## config.mk

```make
export PLATFORM = sky130hd
export DESIGN_NAME = ks_note_sequencer_flat
export DESIGN_NICKNAME = d
export VERILOG_FILES = /design/src/rtl/ks_note_sequencer_if.sv /design/src/rtl/ks_note_sequencer.sv /design/src/flat_wrapper.sv
export SDC_FILE = /design/constraint.sdc
export NUM_CORES = 1
export LEC_CHECK = 0
export CAP_MARGIN = 30
export CELL_PAD_IN_SITES_DETAIL_PLACEMENT = 0
export CELL_PAD_IN_SITES_GLOBAL_PLACEMENT = 1
export CORE_UTILIZATION = 50
export DETAILED_ROUTE_END_ITERATION = 10
export DONT_BUFFER_PORTS = 1
export PLACE_DENSITY_LB_ADDON = 0.12
export RECOVER_POWER = 100
export SLEW_MARGIN = 20
export SYNTH_ARGS = -nofsm -noshare
export SYNTH_HDL_FRONTEND = slang
export SYNTH_SLANG_ARGS = --single-unit
```

## constraint.sdc

```tcl
create_clock -name clk_i -period 6.6 [get_ports clk_i]
set_input_delay 0.66 -clock clk_i [delete_from_list [all_inputs] [get_ports clk_i]]
set_output_delay 0.66 -clock clk_i [all_outputs]
set_load 0.05 [all_outputs]
```

## src/rtl/ks_note_sequencer_if.sv

```systemverilog
// Pattern write bus from the SPI register map into the note sequencer.
// The register-map side drives through master; the sequencer listens through slave.
interface ks_note_sequencer_if #(
    parameter int SW         = 3,
    parameter int DATA_WIDTH = 8
);
    logic                  wr_en_i;
    logic [SW-1:0]         wr_addr_i;
    logic [DATA_WIDTH-1:0] wr_data_i;

    modport master (output wr_en_i, wr_addr_i, wr_data_i);
    modport slave  (input  wr_en_i, wr_addr_i, wr_data_i);
endinterface

```

## src/rtl/ks_note_sequencer.sv

```systemverilog
// Pattern sequencer for the Karplus-Strong string voice: steps through a small
// period pattern, driving period_o and a pluck pulse of configurable width per step.
module ks_note_sequencer #(
    parameter int NUM_STEPS   = 8,
    parameter int DATA_WIDTH  = 8,
    parameter int TEMPO_WIDTH = 16,
    parameter int PLUCK_WIDTH = 4,
    localparam int SW         = $clog2(NUM_STEPS)
) (
    input  logic                   clk_i,
    input  logic                   rst_i,
    input  logic                   en_i,
    input  logic                   loop_i,
    input  logic [TEMPO_WIDTH-1:0] tempo_i,
    input  logic [PLUCK_WIDTH-1:0] pluck_len_i,
    input  logic [SW-1:0]          last_step_i,
    ks_note_sequencer_if.slave     wr,
    output logic [DATA_WIDTH-1:0]  period_o,
    output logic                   pluck_o,
    output logic [SW-1:0]          step_o,
    output logic                   busy_o,
    output logic                   done_o
);

    typedef enum logic {
        IDLE,
        RUN
    } state_t;

    state_t                 state;
    logic [DATA_WIDTH-1:0]  mem [NUM_STEPS];
    logic [TEMPO_WIDTH-1:0] tcnt;
    logic [PLUCK_WIDTH-1:0] pcnt;

    logic                   start_req;
    logic [SW-1:0]          start_idx;
    logic                   finish;
    logic [DATA_WIDTH-1:0]  start_word;
    logic [PLUCK_WIDTH-1:0] pluck_len_eff;

    // Step-start decision: leaving IDLE, or a step boundary (tcnt hit zero) in RUN.
    always_comb begin
        start_req = 1'b0;
        start_idx = '0;
        finish    = 1'b0;
        case (state)
            IDLE: start_req = en_i;
            RUN: begin
                if (tcnt == '0 && en_i) begin
                    if (step_o != last_step_i) begin
                        start_req = 1'b1;
                        start_idx = step_o + SW'(1);
                    end else if (loop_i) begin
                        start_req = 1'b1;
                    end else begin
                        finish = 1'b1;
                    end
                end
            end
            default: ;
        endcase
    end

    assign start_word    = mem[start_idx];
    assign pluck_len_eff = (pluck_len_i == '0) ? PLUCK_WIDTH'(1) : pluck_len_i;

    // The read above sees the pre-edge word, so a same-edge write lands for the next pass.
    always_ff @(posedge clk_i) begin
        if (rst_i) begin
            for (int i = 0; i < NUM_STEPS; i++) begin
                mem[i] <= '0;
            end
        end else if (wr.wr_en_i) begin
            mem[wr.wr_addr_i] <= wr.wr_data_i;
        end
    end

    always_ff @(posedge clk_i) begin
        if (rst_i) begin
            state    <= IDLE;
            period_o <= '0;
            pluck_o  <= 1'b0;
            step_o   <= '0;
            busy_o   <= 1'b0;
            done_o   <= 1'b0;
            tcnt     <= '0;
            pcnt     <= '0;
        end else begin
            done_o <= finish;
            if (start_req) begin
                state   <= RUN;
                busy_o  <= 1'b1;
                step_o  <= start_idx;
                // A rest keeps the previous period so the string never sees a zero period.
                if (start_word != '0) begin
                    period_o <= start_word;
                end
                tcnt    <= tempo_i;
                pluck_o <= (start_word != '0) && (tempo_i != '0);
                pcnt    <= pluck_len_eff - PLUCK_WIDTH'(1);
            end else if (state == RUN) begin
                if (tcnt == '0) begin
                    state   <= IDLE;
                    busy_o  <= 1'b0;
                    pluck_o <= 1'b0;
                end else begin
                    tcnt <= tcnt - TEMPO_WIDTH'(1);
                    // Dropping at tcnt==1 guarantees a low cycle before the next pluck.
                    if (pcnt == '0 || tcnt == TEMPO_WIDTH'(1)) begin
                        pluck_o <= 1'b0;
                    end else begin
                        pcnt <= pcnt - PLUCK_WIDTH'(1);
                    end
                end
            end
        end
    end

endmodule

```

## src/flat_wrapper.sv

```systemverilog
// flat-port wrapper written by rule: the top's interface ports become plain ports
module ks_note_sequencer_flat 
#(
    parameter int NUM_STEPS   = 8,
    parameter int DATA_WIDTH  = 8,
    parameter int TEMPO_WIDTH = 16,
    parameter int PLUCK_WIDTH = 4,
    localparam int SW         = $clog2(NUM_STEPS)
)
  (clk_i, rst_i, en_i, loop_i, tempo_i, pluck_len_i, last_step_i, period_o, pluck_o, step_o, busy_o, done_o, wr_wr_en_i, wr_wr_addr_i, wr_wr_data_i);
  ks_note_sequencer_if #(.SW((3)), .DATA_WIDTH(DATA_WIDTH)) wr_i ();
  input  logic clk_i;
  input  logic rst_i;
  input  logic en_i;
  input  logic loop_i;
  input  logic [TEMPO_WIDTH-1:0] tempo_i;
  input  logic [PLUCK_WIDTH-1:0] pluck_len_i;
  input  logic [SW-1:0] last_step_i;
  output logic [DATA_WIDTH-1:0] period_o;
  output logic pluck_o;
  output logic [SW-1:0] step_o;
  output logic busy_o;
  output logic done_o;
  input wire logic [$bits(wr_i.wr_en_i)-1:0] wr_wr_en_i;
  input wire logic [$bits(wr_i.wr_addr_i)-1:0] wr_wr_addr_i;
  input wire logic [$bits(wr_i.wr_data_i)-1:0] wr_wr_data_i;
  assign wr_i.wr_en_i = wr_wr_en_i;
  assign wr_i.wr_addr_i = wr_wr_addr_i;
  assign wr_i.wr_data_i = wr_wr_data_i;
  ks_note_sequencer #(.NUM_STEPS(NUM_STEPS), .DATA_WIDTH(DATA_WIDTH), .TEMPO_WIDTH(TEMPO_WIDTH), .PLUCK_WIDTH(PLUCK_WIDTH)) u_core (.clk_i(clk_i), .rst_i(rst_i), .en_i(en_i), .loop_i(loop_i), .tempo_i(tempo_i), .pluck_len_i(pluck_len_i), .last_step_i(last_step_i), .wr(wr_i), .period_o(period_o), .pluck_o(pluck_o), .step_o(step_o), .busy_o(busy_o), .done_o(done_o));
endmodule
```

# Yosys cells after proc, flatten, opt, wreduce, memory -nomap -nowiden
# Memories as Yosys holds them, arrays and structs flattened.
# Index checks and enable logic that the tools add are counted.
[op_classes] mux=34 n_eq_ne=4 n_reduce_logical=18 n_bitwise=2 addsub=4
[ops] operator="16-bit two-way mux" n=3
[ops] operator="1-bit two-way mux" n=20
[ops] operator="4-bit two-way mux" n=5
[ops] operator="16-bit by 1-bit == test with 1-bit output, second input constant" n=1
[ops] operator="16-bit logical NOT" n=1
[ops] operator="16-bit nonzero test" n=1
[ops] operator="16-bit by 1-bit subtractor with 16-bit output, second input constant" n=1
[ops] operator="3-bit two-way mux" n=4
[ops] operator="4-bit logical NOT" n=2
[ops] operator="8-bit two-way mux" n=1
[ops] operator="2-bit AND reduction" n=4
[ops] operator="8-bit nonzero test" n=1
[ops] operator="8-bit OR reduction" n=1
[ops] operator="4-bit by 1-bit subtractor with 4-bit output, second input constant" n=2
[ops] operator="2-bit by 1-bit != test with 1-bit output, second input constant" n=2
[ops] operator="2-bit nonzero test" n=2
[ops] operator="4-bit OR reduction" n=1
[ops] operator="3-bit by 1-bit adder with 3-bit output, second input constant" n=1
[ops] operator="3-bit != test" n=1
[ops] operator="3-bit AND reduction" n=1
[ops] operator="3-bit nonzero test" n=1
[ops] operator="1-bit logical AND" n=2
[ops] operator="1-bit inverter" n=2
[ops] operator="1-bit one-hot mux with 2 select lines" n=1
[ops] operator="1-bit logical OR" n=1
[totals] output_inout_bits=14 mem_count=1 ramBits=64 elab_cells=71 in_bits=39 register_bits=35
[memory_table] memory="u_core.mem" words=8 width=8 rd=1 rd_ports_with_merged_regs=0 wr=8 line_no="ks_note_sequencer.sv:31" source="logic [DATA_WIDTH-1:0] mem [NUM_STEPS];"

# Longest topological paths before layout
# Gate-level depths: netlist of run 1.
# An unclocked memory read counts as a cell.
[depth] depth_word=8 depth_mapped=13 depth_no_buf=12

# Least setup slack after synthesis of run 1
# Ideal clock, no wire load.
[synth_path] path_kind="register to register" start="reg u_core.step_o[0]" end="reg u_core.pcnt[2]" setup_time_ns=0.074 stages_incl_launch_ff=12 t_required_ns=6.526 synth_period_minus_slack_ns=2.812 t_arrival_ns=2.738 path_slack_ns=3.788 n_path_buf=3 path_cell_list="dfxtp_1 buf_4 xor2_2 nor4_1 o21ai_0 nand2_1 clkbuf_1 buf_1 o21a_1 ha_1 or2_2 a31oi_1"
[synth_via] elab_chain_len=6 word_cells_on_any_way=9 classes_between="3 x eq/ne; 4 x mux; 2 x reduce/logical"
[synth_rtl] item="from (decl)" line_no="ks_note_sequencer.sv:20" source="output logic [SW-1:0] step_o,"
[synth_rtl] item="from (signal assigned)" line_no="ks_note_sequencer.sv:93" source="step_o <= start_idx;"
[synth_rtl] item="3-bit != test *" line_no="ks_note_sequencer.sv:50" source="if (step_o != last_step_i) begin"
[synth_rtl] item="1-bit two-way mux *" line_no="ks_note_sequencer.sv:50"
[synth_rtl] item="1-bit two-way mux *" line_no="ks_note_sequencer.sv:49" source="if (tcnt == '0 && en_i) begin"
[synth_rtl] item="1-bit one-hot mux with 2 select lines *" line_no="ks_note_sequencer.sv:46" source="case (state)"
[synth_rtl] item="2-bit by 1-bit != test with 1-bit output (no source line) / 2-bit nonzero test (equally long branches)"
[synth_rtl] item="3-bit AND reduction (no source line)"
[synth_rtl] item="to (signal assigned)" line_no="ks_note_sequencer.sv:100" source="pcnt <= pluck_len_eff - PLUCK_WIDTH'(1);"
[synth_rtl] item="to (signal assigned)" line_no="ks_note_sequencer.sv:112" source="pcnt <= pcnt - PLUCK_WIDTH'(1);"
[synth_rtl] item="to (decl)" line_no="ks_note_sequencer.sv:33" source="logic [PLUCK_WIDTH-1:0] pcnt;"
# Every way passes the cells marked *; elsewhere a longest branch is shown, timed or not.
# A chain may end at the register's enable or synchronous reset.

# Worst setup path after layout of run 1
[layout_path] start="reg u_core.step_o[0]" end="reg u_core.period_o[0]"
[layout_via] elab_chain_len=7 word_cells_on_any_way=11 classes_between="1 x add/sub; 1 x eq/ne; 6 x mux; 2 x reduce/logical; 1 x memory"
[layout_rtl] item="3-bit by 1-bit adder with 3-bit output / 3-bit != test (equally long branches)" line_no="ks_note_sequencer.sv:52, ks_note_sequencer.sv:50"
[layout_rtl] item="3-bit two-way mux" line_no="ks_note_sequencer.sv:50"
[layout_rtl] item="3-bit two-way mux" line_no="ks_note_sequencer.sv:49"
[layout_rtl] item="3-bit two-way mux" line_no="ks_note_sequencer.sv:46"
[layout_rtl] item="memory 8 x 8 bit"
[layout_rtl] item="8-bit nonzero test" line_no="ks_note_sequencer.sv:95" source="if (start_word != '0) begin"
[layout_rtl] item="2-bit AND reduction (no source line)"
[layout_rtl] item="to (signal assigned)" line_no="ks_note_sequencer.sv:96" source="period_o <= start_word;"
[layout_rtl] item="to (decl)" line_no="ks_note_sequencer.sv:18" source="output logic [DATA_WIDTH-1:0] period_o,"
# Parallel ways exist; a longest one is shown, timed or not.

==> results of run 1 <==
[metal layers]
metal | up-vias | track usage | share of wire
li1 | 1784 | - | -
met2 | 115 | 0.3995 | 0.51
met4 | 0 | 0.07755 | 0.015
met1 | 1777 | 0.2902 | 0.42
met3 | 15 | 0.05576 | 0.063
met5 | - | 0 | 0
[placed cells by master, fill, tap and decap left out, types with 4 or more instances in the layout]
| cell | instances |
|---|---|
| a211oi_1 | 6 |
| a21oi_1 | 24 |
| and2_0 | 40 |
| and2_1 | 29 |
| and3_1 | 4 |
| clkbuf_1 | 8 |
| clkbuf_8 | 9 |
| dfxtp_1 | 35 |
| edfxtp_1 | 64 |
| ha_1 | 5 |
| inv_1 | 12 |
| mux2_2 | 6 |
| mux2i_1 | 11 |
| mux4_2 | 4 |
| nand2_1 | 22 |
| nand2b_1 | 5 |
| nand3_1 | 19 |
| nor2_1 | 28 |
| nor3_1 | 13 |
| nor4_1 | 9 |
| o211ai_1 | 5 |
| o21ai_0 | 16 |
| o21ai_1 | 5 |
| o221a_2 | 7 |
| o221ai_1 | 6 |
| o2bb2ai_1 | 4 |
| o31ai_1 | 5 |
| or3_1 | 5 |
| xnor2_1 | 5 |
| xor2_1 | 8 |
[power by group through the flow]
stage                     clock network (W)  logic, W  registers, W
final                              0.000360  0.000158      0.000758
after global routing               0.000392  0.000177      0.000764
after CTS                          0.000365  0.000161      0.000758
after detailed placement                  0  0.000160      0.000772
after global placement                    0  0.000156      0.000772
after floorplan                           0  0.000132      0.000759
[cell type report]
class / count / area (µm²) / share of cell area
timing repair buffer: 8 / 30.03 / 0.005545
tap: 133 / 166.4 / 0.03073
sequential: 99 / 2623 / 0.4843
clock inverter: 6 / 50.05 / 0.009242
multi-input combinational: 342 / 2377 / 0.4390
clock buffer: 9 / 123.9 / 0.02287
inverter: 12 / 45.04 / 0.008318
[per-stage QoR]
stage / total power (W) / hold slack [ns] / area [µm²] / util / setup slack [ns]
after global routing: 0.001333 / 0.3155 / 5415 / 0.5465 / 1.279
after CTS: 0.001284 / 0.3317 / 5460 / 0.5510 / 2.881
after floorplan: 0.0008905 / 0.4448 / 5191 / - / 3.788
after detailed placement: 0.0009319 / 0.4597 / 5286 / 0.5335 / 2.918
final: 0.001275 / 0.3440 / 5415 / 0.5465 / 1.708
after global placement: 0.0009286 / 0.4490 / 5271 / 0.5319 / 3.018
[worst max-delay path by stage]
| stage | slack [ns] | endpoint | cells after the start | start |
|---|---|---|---|---|
| floorplan | 3.79 | u_core.pcnt[2]$_SDFFE_PP0P_ | 11 | u_core.step_o[0]$_SDFFE_PP0P_ |
| global placement | 3.02 | u_core.period_o[0]$_SDFFE_PP0P_ | 8 | u_core.step_o[0]$_SDFFE_PP0P_ |
| detailed placement | 2.92 | u_core.period_o[0]$_SDFFE_PP0P_ | 8 | u_core.step_o[0]$_SDFFE_PP0P_ |
| CTS | 2.88 | u_core.period_o[0]$_SDFFE_PP0P_ | 8 | u_core.step_o[0]$_SDFFE_PP0P_ |
| global route | 1.28 | u_core.period_o[0]$_SDFFE_PP0P_ | 7 | u_core.step_o[0]$_SDFFE_PP0P_ |
| finish | 1.71 | u_core.period_o[0]$_SDFFE_PP0P_ | 7 | u_core.step_o[0]$_SDFFE_PP0P_ |
[flip-flops by register name, summed over array words and instances, names as in the netlist, 3 cells and up]
signal / flops
u_core.mem: 64
u_core.tcnt: 16
u_core.period_o: 8
u_core.pcnt: 4
u_core.step_o: 3
[logic make-up after synthesis]
group                    count (synthesis)
adder cells (fa/ha/maj)                  5
multiplexers                            21
flip-flops                              99
buffers and inverters                   38
XOR/XNOR                                14
AO/OA/AOI/OAI                          108
AND/OR/NAND/NOR                        194
==> results.json, run 1 <==
{
  "result_of_the_run": "finished, violations left",
  "violations": "max-capacitance violations, max-slew violations",
  "dp_hpwl_um": 8697,
  "cts_num_sinks": 99,
  "worst_setup_hold_path_clk_slew_ns": 0.10,
  "drcViolationCount": 0,
  "synth_xor_xnor_area_share": 0.02651,
  "cts.repair_timing.setup_buffer_count": 0,
  "total_of_flip_flops_plus_latches_after_synthesis": 99,
  "placeableCoreArea_mm2": 0.009910,
  "path_buf_inv": 0,
  "filler_cell_count": 880,
  "die_width_um": 103.9,
  "cts_hold_buffers": 0,
  "yosysMostFrequentCell": "and2_1",
  "postSynthAreaPerCell_um2": 10.84,
  "final_setup_violating_endpoints": 0,
  "synth_largest_type_area_fraction": 0.3702,
  "synth_largest_area_cell": "edfxtp_1",
  "cts-htree-levels": 3,
  "postSynthCellCount": 479,
  "first_pass_grt_wire_length_um": 19370,
  "critical_path_capture_point_type": "flip-flop",
  "synth-warning-count": 0,
  "synth-seq-area-share": 0.5052,
  "clock_skew_ns": 0.01049,
  "critPathSlowestCell": "dfxtp_1",
  "hold_path.startpoint": "rst_i",
  "synth-async-reset-ratio": 0,
  "synth_flop_cell": "edfxtp_1",
  "reg2reg_from": "u_core.step_o[0]$_SDFFE_PP0P_",
  "cpLargestDelayFamily": "compound AO/OA/AOI/OAI gates",
  "final_layout_size_suffix_gt1_frac": 0.09664,
  "worst_r2r_path_depth": 7,
  "synth.top_cells.by_area": "edfxtp_1 (37%), dfxtp_1 (13%), and2_1 (8.3%)",
  "worst_pin_slew_ns": 1.658,
  "fmaxAchievable_mhz": 204.4,
  "critPathRequiredTime_ns": 6.89,
  "insertion_delay_of_the_later_clocked_pin_in_the_worst_skew_pair_ns": 0.37,
  "timing.max_slew.rel_slack": -0.1070,
  "intPower_w": 0.0009101,
  "synth_compound_gate_area_share": 0.1538,
  "grt_setup_unrepaired": "no",
  "design.die.area_mm2": 0.01079,
  "grt_max_degree": 33,
  "detail_route.first_pass.iterations": 5,
  "post_cts_resized": 0,
  "mux_cell_area_share_after_synthesis": 0.05158,
  "global_route.overflow_total": 0,
  "routed_wire_length_per_instance_um": 19.74,
  "comb_power_share": 0.124,
  "timing_max_transition_violations_final": 46,
  "start_util": 0.5239,
  "cp_max_fo": 30,
  "globalRouteTotalUtil": 0.2337,
  "port_buffers": 0,
  "synthToLayoutAreaGrowth_pct": 4.314,
  "final_cells": 609,
  "cp_slowest_stage_delay_ns": 1.45,
  "largest_family_of_logic_cells_by_synthesized_area": "simple AND/OR/NAND/NOR gates",
  "reg2reg_slack_ns": 1.71,
  "drt_iter0_markers": 255,
  "std_cell_rows": 36,
  "setup_total_negative_slack_ns": 0,
  "n_antenna_cell": 0,
  "switchingPower_w": 0.0003653,
  "worstPathArrival_ns": 5.18,
  "antenna_found_initial": 0,
  "critical_path.reg2reg.endpoint": "u_core.period_o[0]$_SDFFE_PP0P_",
  "synth_common_cells": "and2_1 (69), edfxtp_1 (64), dfxtp_1 (35), nor2_1 (28), a21oi_1 (24)",
  "number_of_global_route_vias_before_repair": 3608,
  "sw_frac_of_total": 0.2864,
  "share_seq_of_total_power": 0.594,
  "post-route-period-util": 0.7413,
  "min-delay-path-class": "in -> reg",
  "gpl_congestion": 0.8119,
  "static-leakage-power_nw": 1.759,
  "synth_cell_type_count": 67,
  "die-height_um": 103.9,
  "synth_edf_count": 64,
  "synthesized_net_count": 523,
  "min_period_ns": 4.892,
  "clock_path_buffers": 2,
  "min_path_cells": 1,
  "path_cells": "xor2_1 > o31ai_1 > or2_0 > o21ai_0 > nor4_4 > nand3_2 > a311oi_2",
  "clock_network_power_share": 0.282,
  "worst-setup-path-type": "reg -> reg",
  "tritoncts.num_buffers": 9,
  "max_cap_violations": 2,
  "synth_fa_ha_area_frac": 0.01205,
  "ios": 53,
  "startpoint_class_of_the_critical_path": "flip-flop",
  "placed_cells": 594,
  "post_synth_and_or_nand_nor_area_fraction": 0.2181,
  "worst_hold_path.endpoint": "u_core.period_o[0]$_SDFFE_PP0P_",
  "final_nets": 516,
  "synth.cell_area_mm2": 0.005191,
  "routed_wirelength_um": 12020,
  "hold_violations": 0,
  "drt.antenna.violating_nets": 0,
  "vdd.ir_drop.worst_v": 0.0001637,
  "power_density_mw_per_mm2": 235.5,
  "clockRootBuffer": "clkbuf_8",
  "route.vias.total": 3691,
  "cts_tree": "built",
  "avgViaCountPerCell": 6.061
}
Note: power is estimated with default switching activity, not from simulation.
==> run 2, diff against run 1 <==
Settings changed: CORE_UTILIZATION 50 to 46.
Clock period 6.6 ns to 4.18 ns, I/O delays scaled along.
==> run 2 against run 1 <==
  * The run now ends clean
  * Maximum frequency up 43%
  * Largest power group unchanged
  * Design area up 3.3%
  * Hold slack got worse by 0.22 ns
==> results.json, run 2 (synthesized netlist as in run 1, its figures left out) <==
{
  "cts.repair_timing.setup_buffer_count": 0,
  "post_cts_resized": 0,
  "avgViaCountPerCell": 5.976,
  "global_route.overflow_total": 0,
  "ios": 53,
  "clockRootBuffer": "clkbuf_16",
  "design.die.area_mm2": 0.01171,
  "detail_route.first_pass.iterations": 4,
  "max_cap_violations": 0,
  "n_antenna_cell": 0,
  "layout_top_registers": "u_core.mem: 64 flops, u_core.tcnt: 16 flops, u_core.period_o: 8 flops",
  "clock_path_buffers": 2,
  "timing.max_slew.rel_slack": 0.4773,
  "clock_skew_ns": 0.007411,
  "dp_hpwl_um": 9193,
  "drt.antenna.violating_nets": 0,
  "antenna_found_initial": 0,
  "mostFrequentLayoutCells": "edfxtp_1 (64), and2_0 (41), dfxtp_1 (34)",
  "grt_setup_unrepaired": "no",
  "gpl_congestion": 0.8147,
  "port_buffers": 0,
  "routed_wirelength_um": 12780,
  "cts_tree": "built",
  "std_cell_rows": 38,
  "hold_violations": 0,
  "critical_path_capture_point_type": "flip-flop",
  "start_util": 0.4747,
  "synthToLayoutAreaGrowth_pct": 7.761,
  "final_setup_violating_endpoints": 0,
  "placeableCoreArea_mm2": 0.01094,
  "min-delay-path-class": "in -> reg",
  "largest_reg_flops": 64,
  "critPathSlowestCell": "o31ai_4",
  "cp_slowest_stage_delay_ns": 0.59,
  "tritoncts.num_buffers": 9,
  "insertion_delay_of_the_later_clocked_pin_in_the_worst_skew_pair_ns": 0.35,
  "post-route-period-util": 0.8194,
  "globalRouteTotalUtil": 0.2370,
  "die_width_um": 108.2,
  "route.vias.total": 3723,
  "final_nets": 522,
  "registers.top_by_ff_count": "u_core.mem",
  "fin_ws_ns": 0.7549,
  "grt_max_degree": 38,
  "static-leakage-power_nw": 1.838,
  "die-height_um": 108.2,
  "drt_iter0_markers": 296,
  "vdd.ir_drop.worst_v": 0.0004377,
  "final_layout_size_suffix_gt1_frac": 0.1035,
  "dp_worst_setup_slack_ns": 1.033,
  "fmaxAchievable_mhz": 292.0,
  "path_buf_inv": 1,
  "number_of_global_route_vias_before_repair": 3670,
  "cts-htree-levels": 3,
  "cts_num_sinks": 99,
  "path_cells": "clkbuf_1 > xor2_1 > o31ai_4 > or2_0 > o21ai_0 > nor4_4 > nand3_1 > a311oi_2",
  "cts_hold_buffers": 0,
  "post-route-util": 0.5116,
  "layout.cells.most_common": "edfxtp_1",
  "startpoint_class_of_the_critical_path": "flip-flop",
  "worstPathArrival_ns": 3.69,
  "drcViolationCount": 0,
  "timing_max_transition_violations_final": 0,
  "cp_max_fo": 15,
  "worst_setup_hold_path_clk_slew_ns": 0.07,
  "first_pass_grt_wire_length_um": 20360,
  "fin_worst_hold_slack_ns": 0.1237,
  "min_period_ns": 3.425,
  "setup_total_negative_slack_ns": 0,
  "power_density_mw_per_mm2": 410.9,
  "critPathRequiredTime_ns": 4.44,
  "worst_pin_slew_ns": 0.7841,
  "cpLargestDelayFamily": "compound AO/OA/AOI/OAI gates",
  "result_of_the_run": "finished, final reports clean",
  "routed_wire_length_per_instance_um": 20.51,
  "worst-setup-path-type": "reg -> reg"
}
## run 2: cell types whose count changed in the layout (fill, tap and decap cells not counted), sizes merged
cell / change
buf: +3
bufinv: +1
clkbuf: +3
clkinvlp: -1
inv: +1
## run 2: stage by stage
step                power [W]  cells  area (µm²)
CTS                  0.002322    623        5645
global placement     0.001471    607        5348
floorplan            0.001406    479        5191
finish               0.002299    623        5594
detailed placement   0.001475    607        5348
global route         0.002392    623        5594
## run 2: path summary, 6_finish.rpt
path	startpoint	endpoint	slack, ns	cells past startpoint
hold / removal	rst_i	u_core.step_o[0]$_SDFFE_PP0P_	0.12	1
hold reg to reg	u_core.pcnt[0]$_SDFFE_PP0P_	u_core.pcnt[0]$_SDFFE_PP0P_	0.47	2
setup reg to reg	u_core.step_o[1]$_SDFFE_PP0P_	u_core.period_o[0]$_SDFFE_PP0P_	0.75	8
setup / recovery	u_core.step_o[1]$_SDFFE_PP0P_	u_core.period_o[0]$_SDFFE_PP0P_	0.75	8
## run 2: per-layer routing
layer	vias to the layer above	GRT usage	wire (µm)
li1	1794	-	-
met1	1815	0.3049	5564
met2	101	0.3899	6137
met3	13	0.06932	894
met4	0	0.06067	182
met5	-	0	0
## run 2: area by class of cell
type / count / area (µm²)
multi-input combinational: 342 / 2387
sequential: 99 / 2624
clock buffer: 9 / 225.2
clock inverter: 7 / 72.57
tap: 140 / 175.2
timing repair buffer: 14 / 65.06
inverter: 12 / 45.04
fill: 1006 / 5341
## run 2: where the power goes
part | switching, W | internal, W
Sequential | 0.0000821 | 0.00111
Combinational | 0.000151 | 0.000105
Clock | 0.000381 | 0.000469
==> run 3, diff against run 2 <==
Settings changed: CORE_UTILIZATION 46 to 50.
Clock period 4.18 ns to 3.4 ns, I/O delays scaled along.
==> run 3 against run 2 <==
  * Sequential power up 24%
  * Clock power fell by 14%
  * Maximum frequency up 14%
  * Non-clock buffer count is 4 higher
  * Sequential share of layout area grew 0.61 points
  * Largest power group unchanged
  * Wire length fell by 4.3%
  * Register-to-register slack got worse by 0.35 ns
  * Total power rose by 9.6%
  * Design area fell by 1.3%
  * Highest routed layer unchanged
  * Via count up 1.5%
  * Hold slack got worse by 0.11 ns
==> results.json, run 3 (synthesized netlist as in run 1, its figures left out) <==
{
  "timing.max_slew.rel_slack": 0.5099,
  "min-delay-path-class": "in -> reg",
  "critPathRequiredTime_ns": 3.70,
  "worst-setup-path-type": "reg -> reg",
  "cts_tree": "built",
  "number_of_global_route_vias_before_repair": 3584,
  "largest_reg_flops": 64,
  "global_route.overflow_total": 0,
  "timing_max_transition_violations_final": 0,
  "cp_max_fo": 22,
  "path_cells": "inv_1 > ha_1 > nor4b_2 > nand4_2 > or2_0 > o221ai_1 > o21ai_0 > or3_1 > o211ai_1",
  "reg2reg_from": "u_core.tcnt[0]$_SDFFE_PP0P_",
  "detail_route.first_pass.iterations": 4,
  "min_period_ns": 2.992,
  "drcViolationCount": 0,
  "cts-htree-levels": 3,
  "vdd.ir_drop.worst_v": 0.0003656,
  "critPathSlowestCell": "or2_0",
  "clock_skew_ns": 0.01951,
  "critical_path.reg2reg.endpoint": "u_core.period_o[5]$_SDFFE_PP0P_",
  "grt_max_degree": 37,
  "insertion_delay_of_the_later_clocked_pin_in_the_worst_skew_pair_ns": 0.39,
  "post-route-util": 0.5573,
  "antenna_found_initial": 0,
  "post-route-period-util": 0.8800,
  "final_setup_violating_endpoints": 0,
  "synthToLayoutAreaGrowth_pct": 6.387,
  "cts_num_sinks": 99,
  "setup_total_negative_slack_ns": 0,
  "fin_worst_hold_slack_ns": 0.01665,
  "registers.top_by_ff_count": "u_core.mem",
  "startpoint_class_of_the_critical_path": "flip-flop",
  "worst_hold_path.endpoint": "u_core.pcnt[0]$_SDFFE_PP0P_",
  "final_nets": 526,
  "min_path_cells": 1,
  "critical_path_capture_point_type": "flip-flop",
  "totalPowerFinal_w": 0.002520,
  "routed_wire_length_per_instance_um": 19.71,
  "layout_top_registers": "u_core.mem: 64 flops, u_core.tcnt: 16 flops, u_core.period_o: 8 flops",
  "drt.antenna.violating_nets": 0,
  "die_width_um": 103.9,
  "static-leakage-power_nw": 1.817,
  "port_buffers": 0,
  "worstPathArrival_ns": 3.29,
  "worst_pin_slew_ns": 0.7237,
  "result_of_the_run": "finished, final reports clean",
  "route.vias.total": 3778,
  "routed_wirelength_um": 12220,
  "cpLargestDelayFamily": "simple AND/OR/NAND/NOR gates",
  "std_cell_rows": 36,
  "cts.repair_timing.setup_buffer_count": 0,
  "clockRootBuffer": "clkbuf_8",
  "drt_iter0_markers": 233,
  "gpl_congestion": 0.8378,
  "placeableCoreArea_mm2": 0.009910,
  "cp_slowest_stage_delay_ns": 0.53,
  "design.die.area_mm2": 0.01079,
  "reg2reg_slack_ns": 0.41,
  "n_antenna_cell": 0,
  "worst_r2r_path_depth": 9,
  "first_pass_grt_wire_length_um": 19330,
  "globalRouteTotalUtil": 0.2365,
  "worst_setup_hold_path_clk_slew_ns": 0.10,
  "die-height_um": 103.9,
  "dp_hpwl_um": 8727,
  "avgViaCountPerCell": 6.094,
  "max_cap_violations": 0,
  "hold_violations": 0,
  "layout.cells.most_common": "edfxtp_1",
  "hold_path.startpoint": "rst_i",
  "mostFrequentLayoutCells": "edfxtp_1 (64), and2_0 (39), dfxtp_1 (34)",
  "final_layout_size_suffix_gt1_frac": 0.1170,
  "power_density_mw_per_mm2": 456.2,
  "ios": 53,
  "post_cts_resized": 0,
  "start_util": 0.5239,
  "clock_path_buffers": 2,
  "fmaxAchievable_mhz": 334.2,
  "path_buf_inv": 1,
  "tritoncts.num_buffers": 9,
  "grt_setup_unrepaired": "no"
}
run 3: area by class of cell:
class	instances	area, µm²
Inverter	12	45.04
Clock buffer	9	123.9
Timing Repair Buffer	18	110.1
Multi-Input combinational cell	342	2392
Clock inverter	7	61.31
Tap cell	133	166.4
Fill cell	877	4387
Sequential cell	99	2624
run 3: per-layer routing:
layer  GRT usage  share of wire  wire (µm)  vias to the layer above
met5           0              0          0                        -
met4     0.07959          0.025        311                        0
met3     0.06516          0.059        726                       23
met2      0.3848           0.49       6017                      108
met1      0.3045           0.42       5168                     1844
li1            -              -          -                     1803
run 3: stage by stage:
| stage | setup WS [ns] | cells | cell area, µm² |
|---|---|---|---|
| CTS | 0.3956 | 619 | 5549 |
| global route | 0.07661 | 620 | 5523 |
| finish | 0.4080 | 620 | 5523 |
| floorplan | 0.5877 | 479 | 5191 |
| global placement | 0.4472 | 602 | 5354 |
| detailed placement | 0.4591 | 602 | 5354 |
run 3: report_power, final:
group          leakage (nW)  switching [W]  internal [W]
sequential            0.903       0.000102       0.00137
combinational         0.819       0.000185      0.000134
clock                0.0945       0.000450      0.000283
total                  1.82       0.000738       0.00178
run 3: how the worst max path moves through the flow:
stage / from / endpoint / slack [ns] / cells past startpoint
global route: u_core.tcnt[0]$_SDFFE_PP0P_ / u_core.period_o[5]$_SDFFE_PP0P_ / 0.08 / 9
finish: u_core.tcnt[0]$_SDFFE_PP0P_ / u_core.period_o[5]$_SDFFE_PP0P_ / 0.41 / 9
CTS: u_core.tcnt[0]$_SDFFE_PP0P_ / u_core.period_o[5]$_SDFFE_PP0P_ / 0.40 / 9
floorplan: u_core.step_o[0]$_SDFFE_PP0P_ / u_core.pcnt[2]$_SDFFE_PP0P_ / 0.59 / 11
global placement: u_core.tcnt[0]$_SDFFE_PP0P_ / u_core.period_o[5]$_SDFFE_PP0P_ / 0.45 / 9
detailed placement: u_core.tcnt[0]$_SDFFE_PP0P_ / u_core.period_o[5]$_SDFFE_PP0P_ / 0.46 / 9
run 3: what timing repair did:
action / 4_1_cts / 5_1_grt
endpoints found under the hold margin: 10 / 2
endpoints found under the setup margin: 0 / 0
hold buffers: 1 / 1
run 3: worst reg2reg max path: cells and delay by family (launching register included):
kind,cells,cell delay (ns)
and+or+nand+nor,4,1.62
AOI/OAI and AO/OA,3,0.58
DFF,1,0.40
buffers and inverters,1,0.11
adders and majority gates,1,0.19
